### config.mk
export PLATFORM = sky130hd
export DESIGN_NAME = tt_um_prio_code_decoder
export DESIGN_NICKNAME = d
export VERILOG_FILES = /design/src/rtl/tt_um_prio_code_decoder.sv
export SDC_FILE = /design/constraint.sdc
export NUM_CORES = 1
export LEC_CHECK = 0
export ABC_AREA = 1
export BUFFER_PORTS_ARGS = -buffer_cell sky130_fd_sc_hd__buf_4
export CORE_MARGIN = 8
export CORE_UTILIZATION = 26
export DETAILED_ROUTE_END_ITERATION = 7
export GPL_TIMING_DRIVEN = 0
export SLEW_MARGIN = 20
export SYNTH_ARGS = -nofsm -noshare
export SYNTH_HDL_FRONTEND = slang
export SYNTH_SLANG_ARGS = --single-unit
### constraint.sdc
create_clock -name clk -period 1.6 [get_ports clk]
set_input_delay 0.08 -clock clk [delete_from_list [all_inputs] [get_ports clk]]
set_output_delay 0.08 -clock clk [all_outputs]
set_load 0.02 [all_outputs]
### src/rtl/tt_um_prio_code_decoder.sv
// Rebuilds a 16-bit bitmap from strobed priority-encoder codes (replace or OR-accumulate).
// Optional PRIO_RECHECK_EN adds a re-encoder for readback and a post-decode consistency check.
module tt_um_prio_code_decoder #(
  parameter int         SYNC_STAGES = 2,
  parameter logic [7:0] NONE_CODE   = 8'hF0
) (
  input  logic       clk,
  input  logic       rst_n,
  input  logic       ena,
  input  logic [7:0] ui_in,
  output logic [7:0] uo_out,
  input  logic [7:0] uio_in,
  output logic [7:0] uio_out,
  output logic [7:0] uio_oe
);

  logic [SYNC_STAGES-1:0] strobe_sync;
  logic [SYNC_STAGES-1:0] clear_sync;
  logic                   strobe_prev;
  logic                   strobe_edge;
  logic                   clear_s;
  logic [15:0]            bitmap, bitmap_nxt;
  logic                   err, err_nxt;
  logic                   none, none_nxt;
  logic                   ack, ack_nxt;
  logic                   mode;
  logic                   byte_sel;
  logic                   legal_bit;
  logic                   legal_none;
  logic [15:0]            onehot;
  logic [7:0]             byte_out;

  assign mode       = uio_in[2];
  assign byte_sel   = uio_in[3];
  assign clear_s    = clear_sync[SYNC_STAGES-1];
  assign strobe_edge = strobe_sync[SYNC_STAGES-1] & ~strobe_prev;
  assign legal_bit  = (ui_in < 8'd16);
  assign legal_none = (ui_in == NONE_CODE);
  assign onehot     = 16'd1 << ui_in[3:0];

  // Synchronisers and edge detect; prev tracks even during clear so no stale edge survives it
  always_ff @(posedge clk or negedge rst_n) begin
    if (!rst_n) begin
      strobe_sync <= '0;
      clear_sync  <= '0;
      strobe_prev <= 1'b0;
    end else begin
      strobe_sync <= {strobe_sync[SYNC_STAGES-2:0], uio_in[0]};
      clear_sync  <= {clear_sync[SYNC_STAGES-2:0], uio_in[1]};
      strobe_prev <= strobe_sync[SYNC_STAGES-1];
    end
  end

`ifdef PRIO_RECHECK_EN
  logic       chk_pend;
  logic [7:0] chk_code;
  logic [7:0] reenc;

  // MSB wins; an empty bitmap encodes as NONE_CODE
  function automatic logic [7:0] prio_enc(input logic [15:0] v);
    prio_enc = NONE_CODE;
    for (int i = 0; i < 16; i++)
      if (v[i]) prio_enc = 8'(i);
  endfunction

  assign reenc = prio_enc(bitmap);

  always_ff @(posedge clk or negedge rst_n) begin
    if (!rst_n) begin
      chk_pend <= 1'b0;
      chk_code <= 8'h00;
    end else begin
      chk_pend <= strobe_edge & ~clear_s & ~mode & (legal_bit | legal_none);
      chk_code <= ui_in;
    end
  end
`endif

  always_comb begin
    bitmap_nxt = bitmap;
    err_nxt    = err;
    none_nxt   = none;
    ack_nxt    = ack;
    if (clear_s) begin
      bitmap_nxt = 16'h0000;
      err_nxt    = 1'b0;
      none_nxt   = 1'b0;
    end else begin
      if (strobe_edge) begin
        ack_nxt = ~ack;
        if (legal_bit) begin
          bitmap_nxt = mode ? (bitmap | onehot) : onehot;
          none_nxt   = 1'b0;
        end else if (legal_none) begin
          if (!mode) bitmap_nxt = 16'h0000;
          none_nxt = 1'b1;
        end else begin
          err_nxt = 1'b1;
        end
      end
`ifdef PRIO_RECHECK_EN
      if (chk_pend && (reenc != chk_code)) err_nxt = 1'b1;
`endif
    end
  end

  // Decode stage: state updates at the detect edge
  always_ff @(posedge clk or negedge rst_n) begin
    if (!rst_n) begin
      bitmap <= 16'h0000;
      err    <= 1'b0;
      none   <= 1'b0;
      ack    <= 1'b0;
    end else begin
      bitmap <= bitmap_nxt;
      err    <= err_nxt;
      none   <= none_nxt;
      ack    <= ack_nxt;
    end
  end

  assign byte_out = byte_sel ? bitmap[15:8] : bitmap[7:0];

`ifdef PRIO_RECHECK_EN
  assign uo_out = uio_in[4] ? reenc : byte_out;
  logic unused_ok;
  assign unused_ok = &{1'b0, ena, uio_in[7:5]};
`else
  assign uo_out = byte_out;
  logic unused_ok;
  assign unused_ok = &{1'b0, ena, uio_in[7:4]};
`endif

  assign uio_out = {&bitmap, ack, none, err, 4'b0000};
  assign uio_oe  = 8'hF0;

endmodule

==> results of run 1 <==
## routing by layer
layer	vias to the layer above	GRT usage [%]	wire [µm]
li1	737	-	-
met1	651	11.7	1720
met2	48	15.1	1930
met3	4	2.32	281
met4	0	4.36	58
met5	-	0	0
## cell families (layout without fill, tap and decap cells)
group                  after synthesis  in the layout  synth area share, %
multiplexers                         1              1                0.710
other                                2             12                0.473
AND/OR/NAND/NOR                    119            119                 36.5
buffers and inverters               37             66                 15.9
XOR/XNOR                             1              1                0.552
flip-flops                          24             24                 37.9
AO/OA/AOI/OAI                       25             25                 8.04
## metrics by stage
step	std cells	util (%)	power [mW]	instance area [µm²]	hold WS, ps
2_1_floorplan	219	-	0.866	1620	-216
3_3_place_gp	316	31.8	0.962	1880	-5.29
3_5_place_dp	316	31.8	0.965	1880	-1.14
4_1_cts	323	33.2	1.40	1970	202
5_1_grt	323	33.2	1.45	1970	226
6_report	323	33.2	1.38	1970	200
## power by group through the flow
stage | Combinational (mW) | Sequential, mW | Clock [mW]
after floorplan | 0.209 | 0.656 | 0
after detailed placement | 0.304 | 0.661 | 0
after CTS | 0.310 | 0.649 | 0.437
after global routing | 0.337 | 0.651 | 0.464
final | 0.308 | 0.649 | 0.423
after global placement | 0.302 | 0.661 | 0
## worst max-delay path: stages, from the launching register on
cell	delay, ps
dfrtp_1	420
nand4_1	170
nor4_1	360
buf_4	210
## Yosys cell counts
library cell | number | area, µm²
a21oi_1 | 16 | 80.1
buf_2 | 4 | 20.0
buf_4 | 16 | 120
buf_6 | 3 | 33.8
clkbuf_1 | 1 | 3.75
clkinv_8 | 2 | 32.5
conb_1 | 2 | 7.51
dfrtp_1 | 24 | 601
inv_1 | 8 | 30.0
inv_2 | 3 | 11.3
mux2_2 | 1 | 11.3
nand2_1 | 55 | 206
nand2_2 | 13 | 81.3
nand2_4 | 2 | 22.5
nand3_1 | 26 | 130
nand3_2 | 3 | 30.0
nand4_1 | 9 | 56.3
nor2_1 | 6 | 22.5
nor2_2 | 3 | 18.8
nor3_1 | 1 | 5.00
nor4_1 | 1 | 6.26
o21a_1 | 1 | 7.51
o21ai_0 | 8 | 40.0
xor2_1 | 1 | 8.76
## layout make-up
| cell class | instances | area (µm²) | area share, % |
|---|---|---|---|
| inverter | 13 | 73.8 | 3.75 |
| clock buffer | 4 | 55.1 | 2.80 |
| timing repair buffer | 25 | 195 | 9.92 |
| tap | 75 | 93.8 | 4.77 |
| buffer | 24 | 178 | 9.03 |
| multi-input combinational | 158 | 772 | 39.2 |
| sequential | 24 | 601 | 30.5 |
## path summary, 6_finish.rpt
check / endpoint / slack [ps] / cells past startpoint
min reg2reg: strobe_sync[1] / 350 / 0
min: err / 200 / 4
max reg2reg: bitmap[12] / 280 / 9
min in group asynchronous: clear_sync[0] / 240 / 2
max: uio_out[7] / 90 / 3
max in group asynchronous: bitmap[14] / 1120 / 2
## what timing repair did
item                                   CTS  global route
setup endpoints to repair                0             0
hold buffers                             3             0
endpoints found under the hold margin   26             0
resized for setup                        0             0
## registers in the layout (all words and copies together) (netlist names)
signal / count
strobe_sync: 2
clear_sync: 2
ack: 1
bitmap: 16
none: 1
strobe_prev: 1
err: 1
==> impl_results.md, run 1 <==
- Mapped Avg Cell Area: 7.59 µm²
- I/O pin cnt: 43
- Reg power frac: 47.0%
- Status: completed
- Pwr dens: 701 nW/µm²
- Worst setup SP type: register
- Final setup fails: 0
- Comb pwr share: 22.3%
- CP endpoint kind: output pin
- Wire per inst: 12.3 µm
- Antenna Violating Nets Remaining: 0
- Minimum clock period: 1510 ps
- Data required time of the worst path: 1520 ps
- Final count of hold timing violations: 0
- GRT overflow: 0
- Initial Util: 26.8%
- Sw frac: 29.0%
- Final Wtd Congestion: 0.891
- Mapped cell area: 1590 µm²
- Die W: 94.1 µm
- Number of remaining DRC errors: 0
- Die Height: 94.1 µm
- Commonest non-fill, non-tap cells in the layout: nand2_1, buf_4, nand3_1
- Pleak: 0.904 nW
- Routed wire length: 3.99 mm
- Sw Pwr: 0.400 mW
- Critical hold path startpoint: ui_in[4]
- Final nets: 268
- Post-route clock period utilization: 94.3%
- Die area: 8860 µm²
- Worst reg2reg path startpoint: strobe_prev
- H-tree depth: 1
- Root Buffer: clkbuf_8
- Total GRT Usage: 9.47%
- Post-detail-place hpwl: 3.03 mm
- CTS tree: built
- CTS Buf Count: 3
- Clk pwr share: 30.6%
- ANT cells: 0
- FILL cells: 634
- CP max FO: 4
- # clock sinks: 24
- Largest net degree at the start of global routing: 25
- Port bufs: 22
- Via count: 1440
- DP Worst Slack: 285 ps
- Setup ws final: 90.6 ps
- RSZ-0062 raised after global routing: false
- Commonest non-fill, non-tap cell in the layout: nand2_1
- Post-synth cell types: 24
- Hold/Removal Path Class: input port to register
- Worst VDD drop: 0.271 mV
- Yosys warning total: 0
- Yosys reg bits: 24
- Fin Setup TNS: 0 ps
- Starting DRC count in detailed routing: 123
- Clock latency on the worst-skew pair: 270 ps
- Int Power: 0.980 mW
- Core Rows: 28
- Initial antenna violation count: 0
- Post-CTS setup buffers: 0
- Layout cells sized above 1: 30.6%
- First-pass GRT wire length: 6.73 mm
- Synthesized instance count: 209
- Area Growth Syn to Fin: 24.1%
- Fmax: 663 MHz
- CP Launch Point: bitmap[4]
- CORE AREA: 5920 µm²
- Clk buf depth: 2
- Vias/cell: 4.46
- Clock transition at path regs: 90 ps
- Max Transition Viols Final: 0
- Vias in the first global route: 1382
- Max-cap violations: 0
- Seq/Total Area, Yosys: 37.9%
- CP arrival: 1430 ps
- TritonRoute pass-1 iters: 4
- Clock Skews: 2.07 ps
- WS Path Type: register to output pin
No activity file was read; power rests on OpenSTA's default activity.
==> run 2, diff against run 1 <==
--- a/config.mk
+++ b/config.mk
@@ -7,6 +7,7 @@
 export LEC_CHECK = 0
 export ABC_AREA = 1
 export BUFFER_PORTS_ARGS = -buffer_cell sky130_fd_sc_hd__buf_4
+export CORE_ASPECT_RATIO = 1.75
 export CORE_MARGIN = 8
 export CORE_UTILIZATION = 26
 export DETAILED_ROUTE_END_ITERATION = 7
==> run 2 against run 1 <==
Largest cell class unchanged. Sequential cell count unchanged. Total power increased by 8.6%. Sequential share of layout area shrank 0.31 points. Clock power grew 27%. Critical path type unchanged. Non-clock buffer count stayed put. Global-route usage increased by 0.47 points. Cell count rose by 0.93%. Core utilization is 0.57 points higher. Fmax increased by 5.0%. Sequential power hardly changed. Design area grew 1.0%. Worst setup slack improved by 72 ps.
==> impl_results.md, run 2 (same netlist as run 1, synthesis figures left out) <==
- WS Path Type: register to output pin (unchanged)
- R2R cell count: 9 (unchanged)
- Layout cells sized above 1: 30.6% (unchanged)
- CTS Buf Count: 3 (unchanged)
- WP buf/inv: 1 (unchanged)
- Commonest non-fill, non-tap cells in the layout: nand2_1, buf_4, nand3_1 (unchanged)
- Hold path cells: 4 (unchanged)
- Root Buffer: clkbuf_8 (unchanged)
- Clk pwr share: 35.8% (was 30.6%)
- Finished Layout Cells: 326 (was 323)
- CP max FO: 4 (unchanged)
- Status: completed (unchanged)
- Final Cell Area: 1990 µm² (was 1970 µm²)
- CP endpoint kind: output pin (unchanged)
- DP Area: 1890 µm² (was 1880 µm²)
- Top flop regs: bitmap: 16 flops, clear_sync: 2 flops, strobe_sync: 2 flops (unchanged)
- Hold/Removal Path Class: input port to register (unchanged)
- Total GRT Usage: 9.95% (was 9.47%)
- Largest net degree at the start of global routing: 25 (unchanged)
- Reg power frac: 43.2% (was 47.0%)
- Initial Util: 27.0% (was 26.8%)
- CORE AREA: 5880 µm² (was 5920 µm²)
- FILL cells: 633 (was 634)
- Max FFs per register: 16 (unchanged)
- I/O pin cnt: 43 (unchanged)
- Minimum clock period: 1440 ps (was 1510 ps)
- Final count of hold timing violations: 0 (unchanged)
- Worst VDD drop: 0.353 mV (was 0.271 mV)
- GRT overflow: 0 (unchanged)
- Biggest register: bitmap (unchanged)
- Initial antenna violation count: 0 (unchanged)
- Critical hold path startpoint: ui_in[4] (unchanged)
- Core Rows: 37 (was 28)
- Final Total Pwr: 1.50 mW (was 1.38 mW)
- RSZ-0062 raised after global routing: false (unchanged)
- Antenna Violating Nets Remaining: 0 (unchanged)
- Clock latency on the worst-skew pair: 270 ps (about the same)
- Data required time of the worst path: 1520 ps (about the same)
- Clock Skews: 3.17 ps (was 2.07 ps)
- Int Power: 1.09 mW (was 0.980 mW)
- Clk buf depth: 2 (unchanged)
- Hold EP: err (unchanged)
- Reg2reg setup slack: 270 ps (was 280 ps)
- Wire per inst: 12.6 µm (was 12.3 µm)
- Die area: 8960 µm² (was 8860 µm²)
- CTS tree: built (unchanged)
- Fin Setup TNS: 0 ps (unchanged)
- CP arrival: 1360 ps (was 1430 ps)
- Max-cap violations: 0 (unchanged)
- Final Wtd Congestion: 0.839 (was 0.891)
- Port bufs: 22 (unchanged)
- Critical-path top delay cell: dfrtp_1 (unchanged)
- Routed wire length: 4.12 mm (was 3.99 mm)
- Post-CTS setup buffers: 0 (unchanged)
- Die W: 75.1 µm (was 94.1 µm)
- Clock transition at path regs: 90 ps (about the same)
- Starting DRC count in detailed routing: 50 (was 123)
- Post-detail-place hpwl: 3.19 mm (was 3.03 mm)
- H-tree depth: 1 (unchanged)
- Sw Pwr: 0.403 mW (was 0.400 mW)
- Comb pwr share: 21.0% (was 22.3%)
- Die Height: 119 µm (was 94.1 µm)
- # clock sinks: 24 (unchanged)
- Final nets: 268 (unchanged)
- Sw frac: 26.9% (was 29.0%)
- Fmax: 696 MHz (was 663 MHz)
- Final setup fails: 0 (unchanged)
- TritonRoute pass-1 iters: 4 (unchanged)
- First-pass GRT wire length: 6.98 mm (was 6.73 mm)
- CP top delay family: simple AND/OR/NAND/NOR gates (unchanged)
- WHS: 210 ps (was 200 ps)
- Vias/cell: 4.38 (was 4.46)
- Worst setup SP type: register (unchanged)
- Via count: 1427 (was 1440)
- Pwr dens: 753 nW/µm² (was 701 nW/µm²)
- Pleak: 0.911 nW (was 0.904 nW)
- ANT cells: 0 (unchanged)
- Post-route clock period utilization: 89.8% (was 94.3%)
- Max Transition Viols Final: 0 (unchanged)
- Commonest non-fill, non-tap cell in the layout: nand2_1 (unchanged)
- Vias in the first global route: 1486 (was 1382)
- Area Growth Syn to Fin: 25.3% (was 24.1%)
- Placed insts: 319 (was 316)
- Critical Path, Cell by Cell: nand4_1, nor4_1, buf_4 (unchanged)
- Max incr delay on CP: 410 ps (was 420 ps)
- Worst reg2reg path startpoint: strobe_prev (unchanged)
- Crit Reg-Reg Endpoint: bitmap[4] (was bitmap[12])
- Number of remaining DRC errors: 0 (unchanged)
run 2: changes by cell type in the layout (fill, tap and decap cells not counted), sizes merged:
cell    change
bufinv      +1
clkbuf      -1
run 2: power groups by stage:
stage               Combinational [mW]  Sequential [mW]  Clock, mW
finish                           0.314            0.647      0.537
global placement                 0.306            0.659          0
detailed placement               0.308            0.660          0
CTS                              0.315            0.648      0.554
floorplan                        0.209            0.656          0
global route                     0.343            0.652      0.566
run 2: layout make-up:
type / count / area [µm²] / share of cell area (%)
clock inverter: 1 / 30.0 / 1.51
sequential: 24 / 601 / 30.2
tap: 78 / 97.6 / 4.91
buffer: 24 / 178 / 8.94
inverter: 13 / 73.8 / 3.71
timing repair buffer: 25 / 195 / 9.82
clock buffer: 3 / 41.3 / 2.08
multi-input combinational: 158 / 772 / 38.8
run 2: repair_timing:
item                                   4_1_cts  5_1_grt
endpoints found under the hold margin       26        0
resized for setup                            0        0
hold buffers                                 3        0
run 2: metrics by stage:
step | worst slack [ps] | util (%)
3_3_place_gp | 281 | 32.1
5_1_grt | 49.9 | 33.8
2_1_floorplan | 319 | -
3_5_place_dp | 275 | 32.1
6_report | 163 | 33.8
4_1_cts | 113 | 33.8
run 2: how the worst max path moves through the flow:
stage | startpoint | end | cells after the start
3_3_place_gp | strobe_prev | bitmap[4] | 9
6_report | bitmap[10] | uio_out[7] | 3
2_1_floorplan | bitmap[9] | uio_out[7] | 2
5_1_grt | bitmap[10] | uio_out[7] | 3
3_5_place_dp | strobe_prev | bitmap[4] | 9
4_1_cts | bitmap[10] | uio_out[7] | 3
run 2: per-layer routing:
metal	vias to the layer above	track usage [%]	wire length [µm]
met1	646	10.5	1590
li1	734	-	-
met5	-	0	0
met4	0	6.05	143
met3	10	1.60	187
met2	37	17.3	2200
run 2: tightest hold or removal path, stage by stage:
cell     delay (ps)
buf_4           120
nand2_1          70
nor3_1           50
o21ai_0         120
